$ cat config.mk
export PLATFORM = sky130hd
export DESIGN_NAME = ps2_event_queue
export DESIGN_NICKNAME = d
export VERILOG_FILES = /design/src/rtl/ps2_event_queue.sv
export SDC_FILE = /design/constraint.sdc
export NUM_CORES = 1
export LEC_CHECK = 0
export BUFFER_PORTS_ARGS = -buffer_cell sky130_fd_sc_hd__buf_4
export CAP_MARGIN = 25
export CORE_MARGIN = 1.5
export CORE_UTILIZATION = 40
export DETAILED_ROUTE_END_ITERATION = 12
export SLEW_MARGIN = 40
export SYNTH_ARGS = -nofsm -noshare
export SYNTH_HDL_FRONTEND = slang
export SYNTH_SLANG_ARGS = --single-unit
$ cat constraint.sdc
create_clock -name CLOCK_50 -period 3.45 [get_ports CLOCK_50]
set_clock_uncertainty 0.1 [all_clocks]
set_input_delay 0.345 -clock CLOCK_50 [delete_from_list [all_inputs] [get_ports CLOCK_50]]
set_output_delay 0.345 -clock CLOCK_50 [all_outputs]
set_load 0.02 [all_outputs]
$ cat src/rtl/ps2_event_queue.sv
// PS/2 Set-2 scan-code parser feeding a key-event FIFO.
// Tracks prefixes, modifiers, caps lock and repeat suppression.
module ps2_event_queue #(
    parameter int DEPTH           = 8,
    parameter int EMIT_BREAKS     = 0,
    parameter int SUPPRESS_REPEAT = 1
) (
    input  logic                      CLOCK_50,
    input  logic                      reset,
    input  logic                      byte_valid,
    input  logic [7:0]                byte_data,
    input  logic                      evt_ready,
    input  logic                      clr_overflow,
    output logic                      evt_valid,
    output logic [7:0]                evt_code,
    output logic [6:0]                evt_ascii,
    output logic [4:0]                evt_flags,
    output logic [$clog2(DEPTH):0]    evt_count,
    output logic                      overflow
);

    localparam int AW = $clog2(DEPTH);
    localparam logic [AW:0] FULL_CNT = (AW+1)'(DEPTH);

    typedef enum logic [2:0] {
        S_IDLE, S_EXT, S_BRK, S_EXTBRK, S_SKIP
    } state_t;

    state_t      st_q, st_d;
    logic [2:0]  cnt_q, cnt_d;
    logic        done, d_brk, d_ext;

    logic        lsh_q, rsh_q, lct_q, rct_q;
    logic        caps_q, held_q;
    logic [8:0]  last_q;

    logic        ev_vld_q;
    logic [7:0]  ev_code_q;
    logic [6:0]  ev_ascii_q;
    logic [4:0]  ev_flags_q;

    logic [19:0]   mem_q [DEPTH];
    logic [AW-1:0] wr_q, rd_q;
    logic [AW:0]   cnt_fifo_q;
    logic          ovf_q;

    // Set-2 code to ASCII; letters follow shift^caps, others follow shift
    function automatic logic [6:0] to_ascii(
        input logic       ext,
        input logic [7:0] c,
        input logic       sh,
        input logic       cp
    );
        logic [6:0] lo;
        logic [6:0] hi;
        logic       alpha;
        lo = 7'h01;
        hi = 7'h01;
        if (ext) begin
            case (c)
                8'h75:   lo = 7'h02;
                8'h6B:   lo = 7'h03;
                8'h72:   lo = 7'h04;
                8'h74:   lo = 7'h05;
                default: lo = 7'h01;
            endcase
            hi = lo;
        end else begin
            case (c)
                8'h1C: lo = 7'h61;
                8'h32: lo = 7'h62;
                8'h21: lo = 7'h63;
                8'h23: lo = 7'h64;
                8'h24: lo = 7'h65;
                8'h2B: lo = 7'h66;
                8'h34: lo = 7'h67;
                8'h33: lo = 7'h68;
                8'h43: lo = 7'h69;
                8'h3B: lo = 7'h6A;
                8'h42: lo = 7'h6B;
                8'h4B: lo = 7'h6C;
                8'h3A: lo = 7'h6D;
                8'h31: lo = 7'h6E;
                8'h44: lo = 7'h6F;
                8'h4D: lo = 7'h70;
                8'h15: lo = 7'h71;
                8'h2D: lo = 7'h72;
                8'h1B: lo = 7'h73;
                8'h2C: lo = 7'h74;
                8'h3C: lo = 7'h75;
                8'h2A: lo = 7'h76;
                8'h1D: lo = 7'h77;
                8'h22: lo = 7'h78;
                8'h35: lo = 7'h79;
                8'h1A: lo = 7'h7A;
                8'h45: {lo, hi} = {7'h30, 7'h29};
                8'h16: {lo, hi} = {7'h31, 7'h21};
                8'h1E: {lo, hi} = {7'h32, 7'h40};
                8'h26: {lo, hi} = {7'h33, 7'h23};
                8'h25: {lo, hi} = {7'h34, 7'h24};
                8'h2E: {lo, hi} = {7'h35, 7'h25};
                8'h36: {lo, hi} = {7'h36, 7'h5E};
                8'h3D: {lo, hi} = {7'h37, 7'h26};
                8'h3E: {lo, hi} = {7'h38, 7'h2A};
                8'h46: {lo, hi} = {7'h39, 7'h28};
                8'h4E: {lo, hi} = {7'h2D, 7'h5F};
                8'h55: {lo, hi} = {7'h3D, 7'h2B};
                8'h41: {lo, hi} = {7'h2C, 7'h3C};
                8'h49: {lo, hi} = {7'h2E, 7'h3E};
                8'h4A: {lo, hi} = {7'h2F, 7'h3F};
                8'h29: {lo, hi} = {7'h20, 7'h20};
                8'h5A: {lo, hi} = {7'h0D, 7'h0D};
                8'h66: {lo, hi} = {7'h08, 7'h08};
                8'h0D: {lo, hi} = {7'h09, 7'h09};
                8'h76: {lo, hi} = {7'h1B, 7'h1B};
                default: {lo, hi} = {7'h01, 7'h01};
            endcase
        end
        alpha = !ext && (lo >= 7'h61) && (lo <= 7'h7A);
        if (alpha)
            return (sh ^ cp) ? (lo - 7'h20) : lo;
        return sh ? hi : lo;
    endfunction

    // Classify the incoming byte against the parser state
    always_comb begin
        st_d  = st_q;
        cnt_d = cnt_q;
        done  = 1'b0;
        d_brk = 1'b0;
        d_ext = 1'b0;
        if (byte_valid) begin
            unique case (st_q)
                S_IDLE: begin
                    if (byte_data == 8'hE0) begin
                        st_d = S_EXT;
                    end else if (byte_data == 8'hF0) begin
                        st_d = S_BRK;
                    end else if (byte_data == 8'hE1) begin
                        st_d  = S_SKIP;
                        cnt_d = 3'd7;
                    end else if (byte_data == 8'hAA || byte_data == 8'hFA ||
                                 byte_data == 8'hEE || byte_data == 8'hFC ||
                                 byte_data == 8'hFE || byte_data == 8'h00 ||
                                 byte_data == 8'hFF) begin
                        st_d = S_IDLE;
                    end else begin
                        done = 1'b1;
                    end
                end
                S_EXT: begin
                    if (byte_data == 8'hF0) begin
                        st_d = S_EXTBRK;
                    end else begin
                        st_d = S_IDLE;
                        if (byte_data != 8'h12 && byte_data != 8'h59) begin
                            done  = 1'b1;
                            d_ext = 1'b1;
                        end
                    end
                end
                S_BRK: begin
                    st_d  = S_IDLE;
                    done  = 1'b1;
                    d_brk = 1'b1;
                end
                S_EXTBRK: begin
                    st_d  = S_IDLE;
                    done  = 1'b1;
                    d_brk = 1'b1;
                    d_ext = 1'b1;
                end
                S_SKIP: begin
                    cnt_d = cnt_q - 3'd1;
                    if (cnt_q <= 3'd1)
                        st_d = S_IDLE;
                end
                default: st_d = S_IDLE;
            endcase
        end
    end

    logic       k_lsh, k_rsh, k_lct, k_rct, k_caps, k_mod;
    logic [8:0] key9;
    logic       rep, push_ev, shift, ctrl;

    assign key9    = {d_ext, byte_data};
    assign k_lsh   = !d_ext && byte_data == 8'h12;
    assign k_rsh   = !d_ext && byte_data == 8'h59;
    assign k_lct   = !d_ext && byte_data == 8'h14;
    assign k_rct   =  d_ext && byte_data == 8'h14;
    assign k_caps  = !d_ext && byte_data == 8'h58;
    assign k_mod   = k_lsh | k_rsh | k_lct | k_rct | k_caps;
    assign rep     = (SUPPRESS_REPEAT != 0) && key9 == last_q;
    assign push_ev = done && !k_mod &&
                     (d_brk ? (EMIT_BREAKS != 0) : !rep);
    assign shift   = lsh_q | rsh_q;
    assign ctrl    = lct_q | rct_q;

    // Parser state register
    always_ff @(posedge CLOCK_50 or negedge reset) begin
        if (!reset) begin
            st_q  <= S_IDLE;
            cnt_q <= 3'd0;
        end else begin
            st_q  <= st_d;
            cnt_q <= cnt_d;
        end
    end

    // Modifier, caps-lock and last-make tracking
    always_ff @(posedge CLOCK_50 or negedge reset) begin
        if (!reset) begin
            lsh_q  <= 1'b0;
            rsh_q  <= 1'b0;
            lct_q  <= 1'b0;
            rct_q  <= 1'b0;
            caps_q <= 1'b0;
            held_q <= 1'b0;
            last_q <= 9'd0;
        end else if (done) begin
            if (k_lsh) lsh_q <= !d_brk;
            if (k_rsh) rsh_q <= !d_brk;
            if (k_lct) lct_q <= !d_brk;
            if (k_rct) rct_q <= !d_brk;
            if (k_caps) begin
                if (d_brk) begin
                    held_q <= 1'b0;
                end else begin
                    if (!held_q) caps_q <= !caps_q;
                    held_q <= 1'b1;
                end
            end
            if (!k_mod) begin
                if (!d_brk)
                    last_q <= key9;
                else if (key9 == last_q)
                    last_q <= 9'd0;
            end
        end
    end

    // Event staging register, one cycle ahead of the FIFO write
    always_ff @(posedge CLOCK_50 or negedge reset) begin
        if (!reset) begin
            ev_vld_q   <= 1'b0;
            ev_code_q  <= 8'd0;
            ev_ascii_q <= 7'd0;
            ev_flags_q <= 5'd0;
        end else begin
            ev_vld_q <= push_ev;
            if (push_ev) begin
                ev_code_q  <= byte_data;
                ev_ascii_q <= to_ascii(d_ext, byte_data, shift, caps_q);
                ev_flags_q <= {d_brk, d_ext, ctrl, shift, caps_q};
            end
        end
    end

    logic pop, full, wr_en, drop;

    assign pop   = evt_valid && evt_ready;
    assign full  = cnt_fifo_q == FULL_CNT;
    assign wr_en = ev_vld_q && (!full || pop);
    assign drop  = ev_vld_q && full && !pop;

    // FIFO pointers, occupancy and sticky overflow
    always_ff @(posedge CLOCK_50 or negedge reset) begin
        if (!reset) begin
            wr_q       <= '0;
            rd_q       <= '0;
            cnt_fifo_q <= '0;
            ovf_q      <= 1'b0;
        end else begin
            if (wr_en) wr_q <= wr_q + 1'b1;
            if (pop)   rd_q <= rd_q + 1'b1;
            case ({wr_en, pop})
                2'b10:   cnt_fifo_q <= cnt_fifo_q + 1'b1;
                2'b01:   cnt_fifo_q <= cnt_fifo_q - 1'b1;
                default: cnt_fifo_q <= cnt_fifo_q;
            endcase
            if (drop)
                ovf_q <= 1'b1;
            else if (clr_overflow)
                ovf_q <= 1'b0;
        end
    end

    // FIFO storage
    always_ff @(posedge CLOCK_50) begin
        if (wr_en)
            mem_q[wr_q] <= {ev_code_q, ev_ascii_q, ev_flags_q};
    end

    logic [19:0] head;

    assign head      = mem_q[rd_q];
    assign evt_valid = cnt_fifo_q != '0;
    assign evt_code  = evt_valid ? head[19:12] : 8'd0;
    assign evt_ascii = evt_valid ? head[11:5]  : 7'd0;
    assign evt_flags = evt_valid ? head[4:0]   : 5'd0;
    assign evt_count = cnt_fifo_q;
    assign overflow  = ovf_q;

endmodule

==> summary.md, run 1 <==
| Metric | Value |
|---|---|
| Starting Density | `between 40% and 50%` |
| Synth area leader | `edfxtp_1` |
| Warnings from Yosys | `0` |
| HPWL Detailed | `15800 um` |
| Max-slew headroom | `between 50% and 60%` |
| WS Path Type | `primary input to flip-flop` |
| Antenna violations before repair | `0` |
| Achievable Freq | `328 MHz` |
| Cell variety after synth | `slightly above 80` |
| Critical Path Sink Type | `flip-flop` |
| Slew @ Worst Pin | `654 ps` |
| Register area share after synthesis | `59.6%` |
| WL final | `between 20000 and 25000 um` |
| Leakage | `4.44 nW` |
| Chip Width | `163 um` |
| Worst R2R Setup Slack | `580 ps` |
| RR Endpoint | `ev_ascii_q[1]$_DFFE_PN0P_` |
| Ranking of synthesized cells by area | `edfxtp_1, dfrtp_1, mux4_2` |
| ANT nets after route | `0` |
| Routability congestion estimate | `0.956` |
| IO buf count | `38` |
| GRT Overall Usage | `between 10% and 20%` |
| EDFF count, synth | `between 150 and 200` |
| Met2 GRT Util | `30.7%` |
| Met1 Usage GRT | `26.2%` |
| Synth top area share | `46.7%` |
| DR vias | `~6700` |
| Most frequent cells in the layout | `edfxtp_1, buf_4, nand2_1` |
| Wire per inst | `20.2 um` |
| Power density of the placed cells | `701 nW/um^2` |
| Tot Pwr | `between 8 and 9 mW` |
| Total CTS buffers | `23` |
| Syn avg cell area | `between 10 and 15 um^2` |
| # setup viols final | `0` |
| Register area | `6130 um^2` |
| Pin count of the biggest net entering global routing | `54` |
| Max cap viols | `0` |
| Commonest non-fill, non-tap cell in the layout | `edfxtp_1` |
| Clock transition at the registers of the reported paths | `60 ps` |
| RSZ-0062 raised after global routing | `no` |
| WP data arrival | `approximately 3300 ps` |
| Count of final max-slew check failures | `0` |
| First-pass GRT wire length | `38500 um` |
| GR Util met3 | `under 10%` |
| Final min period | `3050 ps` |
| R2r worst-path depth | `9` |
| # DRC | `0` |
| Total Nets Final | `roughly 870` |
| DIE AREA | `26700 um^2` |
| Fin area | `12100 um^2` |
| # clock sinks | `213` |
| Worst endpoint required time | `3730 ps` |
| Post-synthesis cell area | `10300 um^2` |
| Post-DP Area | `11300 um^2` |
| Launching element of the worst setup path | `byte_data[6]` |
| Layout fillers | `between 2000 and 2500` |
| Final hold vios | `0` |
| I/O pin total | `39` |
| R2r startpoint | `st_q[1]$_DFFE_PN0P_` |
| Vias per inst | `5.61` |
| Final Cycle Share | `88.3%` |
| Footprint of the multi-input gates | `3880 um^2` |
| Antenna diodes | `0` |
| Top Usage Layer GRT | `met2` |
| Synth Net Count | `777` |
| Share of layout cells above drive strength 1 | `between 20% and 30%` |
| Status | `complete, no violations` |
| Die height | `163 um` |
| Longest Clk Path Bufs | `3` |
| Root buf cell | `clkbuf_16` |
| Starting DRT DRC Count | `472` |
| CTS tree | `yes` |
| Gr ovfl total | `0` |
| Synthesized flop and latch total | `213` |
| Min-Delay Path Depth | `3` |
| Peak supply drop | `0.480 mV` |
| Main synth FF type | `edfxtp_1` |
| Core area | `25200 um^2` |
| Vias in the first global route | `6781` |
| Asr flop ratio synth | `24.9%` |
| CP Capture Point | `ev_ascii_q[6]$_DFFE_PN0P_` |
| P&R area growth vs syn | `17.9%` |
| Crit path max fanout | `17` |
| CTS H-tree depth | `1` |
| Hold Crit Class | `primary input to flip-flop` |
| Drt first pass iters | `5` |
| Later-pin clock latency in the skew report | `~500 ps` |
| Row count | `just under 60` |
| Worst setup SP type | `primary input` |
| Post-Syn Instances | `755` |
worst max-delay path, cell delays in order:
cell,delay [ps]
buf_4,180
nor4b_2,170
buf_4,180
and3_4,220
a2111oi_4,400
and4b_1,290
and2_1,220
a31oi_1,150
ha_1,260
o211ai_1,80
o21bai_1,160
o22a_2,220
a311oi_2,110
o41ai_2,320
where the power goes:
| group | switching [mW] | total, mW | internal (mW) |
|---|---|---|---|
| Sequential | 0.262 | 3.44 | 3.18 |
| Clock | 0.948 | 2.37 | 1.42 |
| Combinational | 1.44 | 2.70 | 1.25 |
| Total | 2.65 | 8.51 | 5.86 |
cells in the mapped netlist, drive strengths merged (10+ instances only):
library cell  number
o21ai             21
dfrtp             53
edfxtp           160
nor2b             15
nor3              15
inv               13
buf               39
o211ai            13
mux2i             24
a22o              11
nor2              66
nand3             15
nand2             73
a21oi             16
nand2b            10
clkbuf            12
xor2              11
mux4              40
logic make-up after synthesis:
family	Yosys count	share of synthesized area (%)
and+or+nand+nor	258	13.8
buffers and inverters	64	2.98
muxes	69	11.6
xor gates and xnor gates	18	1.53
adders and majority gates	9	1.17
AOI/OAI and AO/OA	124	9.33
DFF	213	59.6
final cells by class:
class                           instances  share of cell area, %
Sequential cell                       213                   50.6
Multi-Input combinational cell        478                   32.0
Timing Repair Buffer                  115                   7.47
Clock buffer                           34                   5.51
Tap cell                              330                   3.40
Clock inverter                          7                  0.619
Inverter                               13                  0.433
metrics by stage:
step	setup slack [ps]	utilization (%)	setup TNS [ps]	hold slack, ps	std cells
floorplan	167	-	0	-50.6	755
global placement	-169	45.0	-937	366	1145
global route	254	48.2	0	92.5	1190
CTS	166	48.1	0	48.3	1188
detailed placement	-94.0	45.0	-502	331	1145
finish	403	48.2	0	73.0	1190
per-layer routing:
layer	vias up	wire length [um]
met3	32	1090
met5	-	0
li1	3094	-
met1	3362	10900
met4	0	378
met2	186	11600
state kept, by name (all words and copies together) (netlist names):
register,flops
mem_q,160
last_q,9
ev_code_q,8
ev_ascii_q,7
ev_flags_q,5
evt_count,4
cnt_q,3
rd_q,3
st_q,3
wr_q,3
caps_q,1
ev_vld_q,1
held_q,1
lct_q,1
lsh_q,1
overflow,1
rct_q,1
rsh_q,1
worst min path at each step:
stage / startpoint / slack (ps) / endpoint
after global routing: byte_valid / 90 / st_q[1]$_DFFE_PN0P_
final: byte_valid / 70 / st_q[1]$_DFFE_PN0P_
after detailed placement: reset / 330 / ev_code_q[0]$_DFFE_PN0P_
after global placement: reset / 370 / last_q[6]$_DFFE_PN0P_
after CTS: byte_valid / 50 / st_q[1]$_DFFE_PN0P_
after floorplan: reset / -50 / caps_q$_DFFE_PN0P_
timing repair:
action / in CTS / in global routing
endpoints found under the setup margin: 0 / 9
setup buffers: 0 / 1
hold buffers: 2 / 0
hold endpoints to repair: 54 / 0
resized for setup: 0 / 1
(Power assumes the default switching activity.)
==> run 2, diff against run 1 <==
BUFFER_PORTS_ARGS = not set   (was -buffer_cell sky130_fd_sc_hd__buf_4)
DONT_BUFFER_PORTS = 1   (was not set)
==> run 2 against run 1 <==
Against the previous run: clock power fell by 3%; design area decreased by 4.2%; power decreased by 5.8%; critical path depth decreased by 5; non-clock buffer count shrank 66; worst setup slack worse by 0.92 ps; hold slack lost 10 ps; critical endpoint is now ev_ascii_q[1]$_DFFE_PN0P_; utilization is 2.0 points lower; maximum frequency is essentially flat; global-route usage up 0.23 points; first-iteration DRC count grew 21%; clock-buffer cell count fell by 1.
==> summary.md, run 2 (synthesis results as in run 1) <==
| Metric | Value |
|---|---|
| Status | `complete, no violations` |
| Core area | `25200 um^2` |
| CP cell instances | `nand3b_1 > a41oi_1 > o21a_1 > o31ai_1 > a2111oi_4 > nand2_1 > inv_1 > o2111ai_1 > o211ai_1` |
| Flop pwr share | `43.2%` |
| Most flop-heavy register | `mem_q` |
| WL final | `24500 um` |
| Most frequent cells in the layout | `edfxtp_1, nand2_1, nor2_1` |
| R2r worst-path depth | `9` |
| Crit-path max cell delay | `520 ps` |
| Switch Pwr | `2.56 mW` |
| Combinational share of power | `28.1%` |
| Worst setup SP type | `flip-flop` |
| Root buf cell | `clkbuf_16` |
| Final min period | `3050 ps` |
| DR vias | `6475` |
| Total Nets Final | `800` |
| Share of layout cells above drive strength 1 | `18.7%` |
| Min-Delay Path Depth | `3` |
| Total CTS buffers | `23` |
| Hold Crit Class | `primary input to flip-flop` |
| Antenna violations before repair | `0` |
| Starting Density | `40.9%` |
| Net Sw Frac | `31.9%` |
| Top Registers | `mem_q x160, last_q x9, ev_code_q x8` |
| CTS tree | `yes` |
| Met2 GRT Util | `a little under a third` |
| GR Util met3 | `3.61%` |
| WP data arrival | `3380 ps` |
| Count of final max-slew check failures | `0` |
| ANT nets after route | `0` |
| Commonest non-fill, non-tap cell in the layout | `edfxtp_1` |
| Met1 Usage GRT | `24.5%` |
| GRT Overall Usage | `18.8%` |
| Gr ovfl total | `0` |
| Die height | `about 160 um` |
| DIE AREA | `approximately 27000 um^2` |
| Longest Clk Path Bufs | `3` |
| Max reg flops | `between 150 and 200` |
| Starting DRT DRC Count | `570` |
| Clock transition at the registers of the reported paths | `60 ps` |
| Final hold vios | `0` |
| Setup Fix Bufs, Post-CTS | `0` |
| Layout fillers | `around 2200` |
| Critical path's slowest cell | `o21a_1` |
| Vias per inst | `5.76` |
| Critical Path Sink Type | `flip-flop` |
| I/O pin total | `39` |
| Slew @ Worst Pin | `between 800 and 900 ps` |
| # DRC | `0` |
| Post-CTS sizing | `0` |
| Row count | `58` |
| # clock sinks | `213` |
| Chip Width | `163 um` |
| Power density of the placed cells | `just under 700 nW/um^2` |
| P&R area growth vs syn | `12.9%` |
| CTS H-tree depth | `1` |
| Wire per inst | `21.7 um` |
| Crit path max fanout | `14` |
| Worst hold margin | `roughly 63 ps` |
| WS Path Type | `flip-flop to flip-flop` |
| HPWL Detailed | `15500 um` |
| Footprint of the multi-input gates | `3880 um^2` |
| Routability congestion estimate | `roughly 0.91` |
| Worst endpoint required time | `3780 ps` |
| First-pass GRT wire length | `roughly 38000 um` |
| Leakage | `4.11 nW` |
| Drt first pass iters | `6` |
| Max-slew headroom | `45.1%` |
| Max cap viols | `0` |
| Later-pin clock latency in the skew report | `510 ps` |
| Achievable Freq | `328 MHz` |
| Final Cycle Share | `88.3%` |
| IO buf count | `0` |
| Peak supply drop | `0.526 mV` |
| Pin count of the biggest net entering global routing | `54` |
| Top Usage Layer GRT | `met2` |
| RSZ-0062 raised after global routing | `no` |
| Setup TNS | `0 ps` |
| Register area | `~6100 um^2` |
| Vias in the first global route | `roughly 6700` |
| Clk pwr share | `around 29%` |
| Internal power | `5.46 mW` |
| # setup viols final | `0` |
| Antenna diodes | `0` |
[run 2: cell type report]
type	instances	area share [%]
sequential	213	52.8
multi-input combinational	478	33.4
timing repair buffer	49	3.70
tap	330	3.55
clock buffer	33	5.36
clock inverter	9	0.775
inverter	13	0.420
[run 2: metal layers]
| layer | vias to the layer above | wire length [um] |
|---|---|---|
| met5 | - | 0 |
| met4 | 0 | 816 |
| met2 | 185 | 11800 |
| li1 | 2972 | - |
| met1 | 3266 | 10500 |
| met3 | 52 | 1320 |
[run 2: timing repair]
item                                    CTS  global route
hold buffers                             13             0
endpoints found under the setup margin    0             0
endpoints found under the hold margin    77             0
[run 2: final timing paths]
path                                       from                   endpoint  slack [ps]
setup / recovery            st_q[2]$_DFFE_PN0P_  ev_ascii_q[1]$_DFFE_PN0P_         400
max in group asynchronous                 reset      last_q[5]$_DFFE_PN0P_        2730
min in group asynchronous                 reset   ev_code_q[5]$_DFFE_PN0P_         240
hold / removal                     byte_data[7]          lsh_q$_DFFE_PN0P_          60
setup reg to reg            st_q[2]$_DFFE_PN0P_  ev_ascii_q[1]$_DFFE_PN0P_         400
hold reg to reg            cnt_q[0]$_DFFE_PN0P_       cnt_q[0]$_DFFE_PN0P_         410
[run 2: stage by stage]
step | area, um^2 | total power, mW | instances | worst slack (ps) | util (%)
after detailed placement | 10800 | 5.79 | 1070 | 29.1 | 42.7
final | 11600 | 8.02 | 1125 | 402 | 46.2
after floorplan | 10300 | 5.25 | 755 | 167 | -
after global routing | 11600 | 8.44 | 1125 | 121 | 46.2
after CTS | 11600 | 8.15 | 1125 | 420 | 46.2
after global placement | 10800 | 5.71 | 1070 | 44.8 | 42.7
[run 2: worst max-delay path, delay by kind of cell (launching register included)]
kind            cells  cell delay, ps
compound gates      6            1720
buf+inv             1             450
flops               1             380
simple gates        2             300
[run 2: power by group through the flow]
stage	clock network [mW]	logic, mW	registers (mW)
6_report	2.31	2.25	3.46
2_1_floorplan	0	1.85	3.40
3_3_place_gp	0	2.23	3.48
4_1_cts	2.37	2.31	3.46
3_5_place_dp	0	2.27	3.52
5_1_grt	2.48	2.46	3.50
